`src/rtl/store_expect_table.sv`:
```
// store_expect_table: NUM_CHECKS-entry table of expected (address, data) stores.
//   clk        : write clock
//   we/widx    : write strobe and entry index (out-of-range index is dropped)
//   waddr/wdata: entry contents
//   ridx       : combinational read index
//   rd_addr_c/rd_data_c : combinational read data
// Contents are intentionally not reset.
module store_expect_table #(
  parameter int unsigned ADDR_W     = 32,
  parameter int unsigned DATA_W     = 32,
  parameter int unsigned NUM_CHECKS = 4,
  parameter int unsigned IDX_W      = 2
) (
  input  logic              clk,
  input  logic              we,
  input  logic [IDX_W-1:0]  widx,
  input  logic [ADDR_W-1:0] waddr,
  input  logic [DATA_W-1:0] wdata,
  input  logic [IDX_W-1:0]  ridx,
  output logic [ADDR_W-1:0] rd_addr_c,
  output logic [DATA_W-1:0] rd_data_c
);

  logic [ADDR_W-1:0] addr_mem [NUM_CHECKS];
  logic [DATA_W-1:0] data_mem [NUM_CHECKS];

  // Write port
  always_ff @(posedge clk) begin
    if (we && (32'(widx) < NUM_CHECKS)) begin
      addr_mem[widx] <= waddr;
      data_mem[widx] <= wdata;
    end
  end

  // Read port
  assign rd_addr_c = addr_mem[ridx];
  assign rd_data_c = data_mem[ridx];

endmodule

```
`config.mk`:
```
export PLATFORM = sky130hd
export DESIGN_NAME = store_expect_table
export DESIGN_NICKNAME = d
export VERILOG_FILES = /design/src/rtl/store_expect_table.sv
export SDC_FILE = /design/constraint.sdc
export NUM_CORES = 1
export LEC_CHECK = 0
export ABC_AREA = 0
export CORE_UTILIZATION = 49
export CTS_CLUSTER_SIZE = 16
export DETAILED_ROUTE_END_ITERATION = 16
export PLACE_DENSITY = 0.78
export REMOVE_ABC_BUFFERS = 1
export SYNTH_ARGS = -nofsm -noshare
export SYNTH_HDL_FRONTEND = slang
export SYNTH_SLANG_ARGS = --single-unit
```
`constraint.sdc`:
```
create_clock -name clk -period 5.78 [get_ports clk]
set_input_delay 0.867 -clock clk [delete_from_list [all_inputs] [get_ports clk]]
set_output_delay 0.867 -clock clk [all_outputs]
set_load 0.01 [all_outputs]
```
==> impl_metrics.csv <==
group,metric,value,unit
sta,max_slew.worst_pin.slew,996,ps
floorplan,die_w,140,µm
critical_path,critPathRequiredTime,4910,ps
outcome,outcome,"finished, final reports clean",
floorplan,num_rows,50,
global_route,use_met3,0.0397,
floorplan,io-pin-count,134,
global_route,grt_max_degree,65,
detailed_routing,wire_per_inst,21.2,µm
power_and_ir_drop,pwr-share-clk,0.402,
yosys,yosys_warnings,0,
power_and_ir_drop,leakage,3.77,nW
placement,io_buffers,133,
yosys,syn_area,0.00934,mm²
yosys,yosys.area_share.adder,0,
global_route,grt_use_met1,0.214,
floorplan,die_area,0.0196,mm²
critical_path,setup.worst_path.end_class,"primary output",
sta,fin_hold_ws,990,ps
global_route,antenna_found_initial,0,
detailed_routing,detail-route-antenna-nets,0,
floorplan,initial_utilization,0.499,
critical_path,worst-setup-path-type,"primary input to primary output",
global_route,use_met2,0.281,
yosys,ys_seq_area_frac,0.823,
yosys,synthXorXnorAreaFrac,0,
power_and_ir_drop,switching_share,0.191,
detailed_routing,vias,4102,
detailed_routing,viasPerCell,5.54,
sta,setup_viol,0,
power_and_ir_drop,seq_power_share,0.522,
clock_network,cts_buffer_depth,3,
critical_path,startpoint_type,"primary input",
worst_hold_path,min-delay-start,"wdata[2]",
yosys,syn_inst,338,
detailed_routing,drt-initial-drc-count,205,
clock_network,cts_tree,"built",
detailed_routing,drc,0,
flow_run,cap_violations,0,
clock_network,cts-resized-gates,0,
yosys,synth-simple-area-share,0.00335,
worst_hold_path,hold_path_end,"data_mem[2][2]",
sta,period_share,0.674,
sta,hold_violations,0,
clock_network,clock-root-buffer,"clkbuf_16",
yosys,ys_seq_elements,256,
layout,drive_gt1_frac,0.217,
critical_path,cpMostUsedCell,"buf_4",
clock_network,cts_sinks,256,
sta,timing.fmax,257,MHz
yosys,synth_top_area_frac,0.823,
power_and_ir_drop,cell_internal_pwr,3.35,mW
critical_path,cpMaxStageDelayCell,"buf_4",
sta,finalCriticalPeriod,3890,ps
worst_hold_path,worstHoldPathCells,1,
detailed_routing,dr.pass1.iters,4,
yosys,yosysUniqueCellTypes,10,
layout,nNetsFinal,561,
sta,rsz0062_at_grt,"no",
yosys,yosys.area.top_type,"edfxtp_1",
sta,layout_setup_ws,1890,ps
detailed_routing,routed_wl,15700,µm
yosys,synth_mux_area_frac,0.156,
layout,num_antenna_cells,0,
critical_path,cp_max_fo,49,
clock_network,cts_setup_buffers,0,
power_and_ir_drop,pwr_density_cell,353,mW/mm²
global_route,grt-ovfl-total,0,
global_route,grt_use_total,0.165,
critical_path,arrival,3030,ps
floorplan,fp.dieH,140,µm
critical_path,slowest_delay,690,ps
yosys,synth_compound_area_frac,0,
power_and_ir_drop,power_frac_comb,0.076,
yosys,ys_top_cells_by_area,"edfxtp_1 82%, mux4_2 14%, buf_12 1.3%, mux4_1 1.1%, buf_2 0.32%",
global_route,top_usage_layer,"met2",
clock_network,cts_hold_buf,0,
placement,dp_hpwl,9060,µm
layout,area_growth,25.5,%
clock_network,cts_max_level,1,
floorplan,core_area,0.0187,mm²
layout,design_area,0.0117,mm²
power_and_ir_drop,ir_drop,0.234,mV
yosys,synth.avg_cell_area,27.6,µm²
worst_hold_path,min_path_type,"primary input to flip-flop",
placement,gp_congestion,0.659,
placement,postPlaceCellArea,0.0109,mm²
clock_network,clk_pin_slew,60,ps
clock_network,cts_buffers,26,
placement,pre_cts_slack,1800,ps
sta,slew_headroom,0.336,
sta,slew_viol_final,0,
critical_path,crit_chain,"buf_4 -> buf_4 -> mux4_2 -> clkdlybuf4s50_1",
power_and_ir_drop,switchingPower,0.792,mW
global_route,grt_pass1_vias,4429,
yosys,synth_top_family_by_area,"multiplexers",
global_route,grt_pass1_wl,24400,µm
## layer usage
layer | routed length (µm) | share of wire
met1 | 6550 | 0.42
met2 | 8010 | 0.51
met3 | 909 | 0.058
met4 | 250 | 0.016
met5 | 0 | 0
## power by group through the flow
stage / Combinational, mW / Sequential [mW] / Clock [mW]
floorplan: 0.121 / 2.20 / 0
detailed placement: 0.318 / 2.20 / 0
global route: 0.334 / 2.17 / 1.77
CTS: 0.320 / 2.16 / 1.71
global placement: 0.313 / 2.19 / 0
finish: 0.313 / 2.16 / 1.67
## stage by stage
| stage | power (mW) | cells | setup TNS [ps] | utilization |
|---|---|---|---|---|
| 2_1_floorplan | 2.32 | 324 | -23570 | - |
| 3_3_place_gp | 2.51 | 697 | 0 | 0.580 |
| 3_5_place_dp | 2.52 | 697 | 0 | 0.580 |
| 4_1_cts | 4.19 | 741 | 0 | 0.627 |
| 5_1_grt | 4.28 | 741 | 0 | 0.627 |
| 6_report | 4.14 | 741 | 0 | 0.627 |
## flip-flops by register name, summed over array words and instances (netlist names)
name	cells
data_mem	128
addr_mem	128
## critical path: cells and delay by family
| kind | cells | cell delay [ps] |
|---|---|---|
| mux | 1 | 530 |
| buf+inv | 3 | 1550 |
## final cells by class
cell class | count | area [µm²]
Timing Repair Buffer | 139 | 1370
Fill cell | 1233 | 6980
Clock inverter | 13 | 174
Sequential cell | 256 | 7690
Clock buffer | 31 | 691
Multi-Input combinational cell | 68 | 1510
Tap cell | 234 | 293
## synth_stat cells
cell,instances
mux4_1,4
clkbuf_2,1
buf_2,6
and3b_1,2
edfxtp_1,256
buf_12,6
and3_1,1
nor3b_1,1
mux4_2,60
buf_6,1
## kinds of logic (layout without fill, tap and decap cells)
kind of cell | Yosys count | in the layout
DFF | 256 | 256
buffers and inverters | 14 | 183
muxes | 64 | 64
and+or+nand+nor | 4 | 4
## cells in the final DEF, fill, tap and decap left out
master,instances
bufinv_16,4
clkinv_1,2
and3_4,1
mux4_1,4
clkbuf_16,27
clkdlybuf4s50_1,131
buf_4,8
edfxtp_1,256
clkinv_2,4
clkinv_4,2
nor3b_2,1
inv_6,1
and3b_4,2
clkbuf_1,4
mux4_2,60
## worst max-delay path by stage
stage	startpoint	slack [ps]	end
after floorplan	widx[1]	-370	addr_mem[0][0]
after global placement	ridx[0]	1800	rd_addr_c[17]
after detailed placement	ridx[0]	1800	rd_addr_c[17]
after CTS	ridx[0]	1800	rd_addr_c[17]
after global routing	ridx[0]	1680	rd_data_c[20]
final	ridx[0]	1890	rd_addr_c[17]
(Power assumes the default switching activity.)
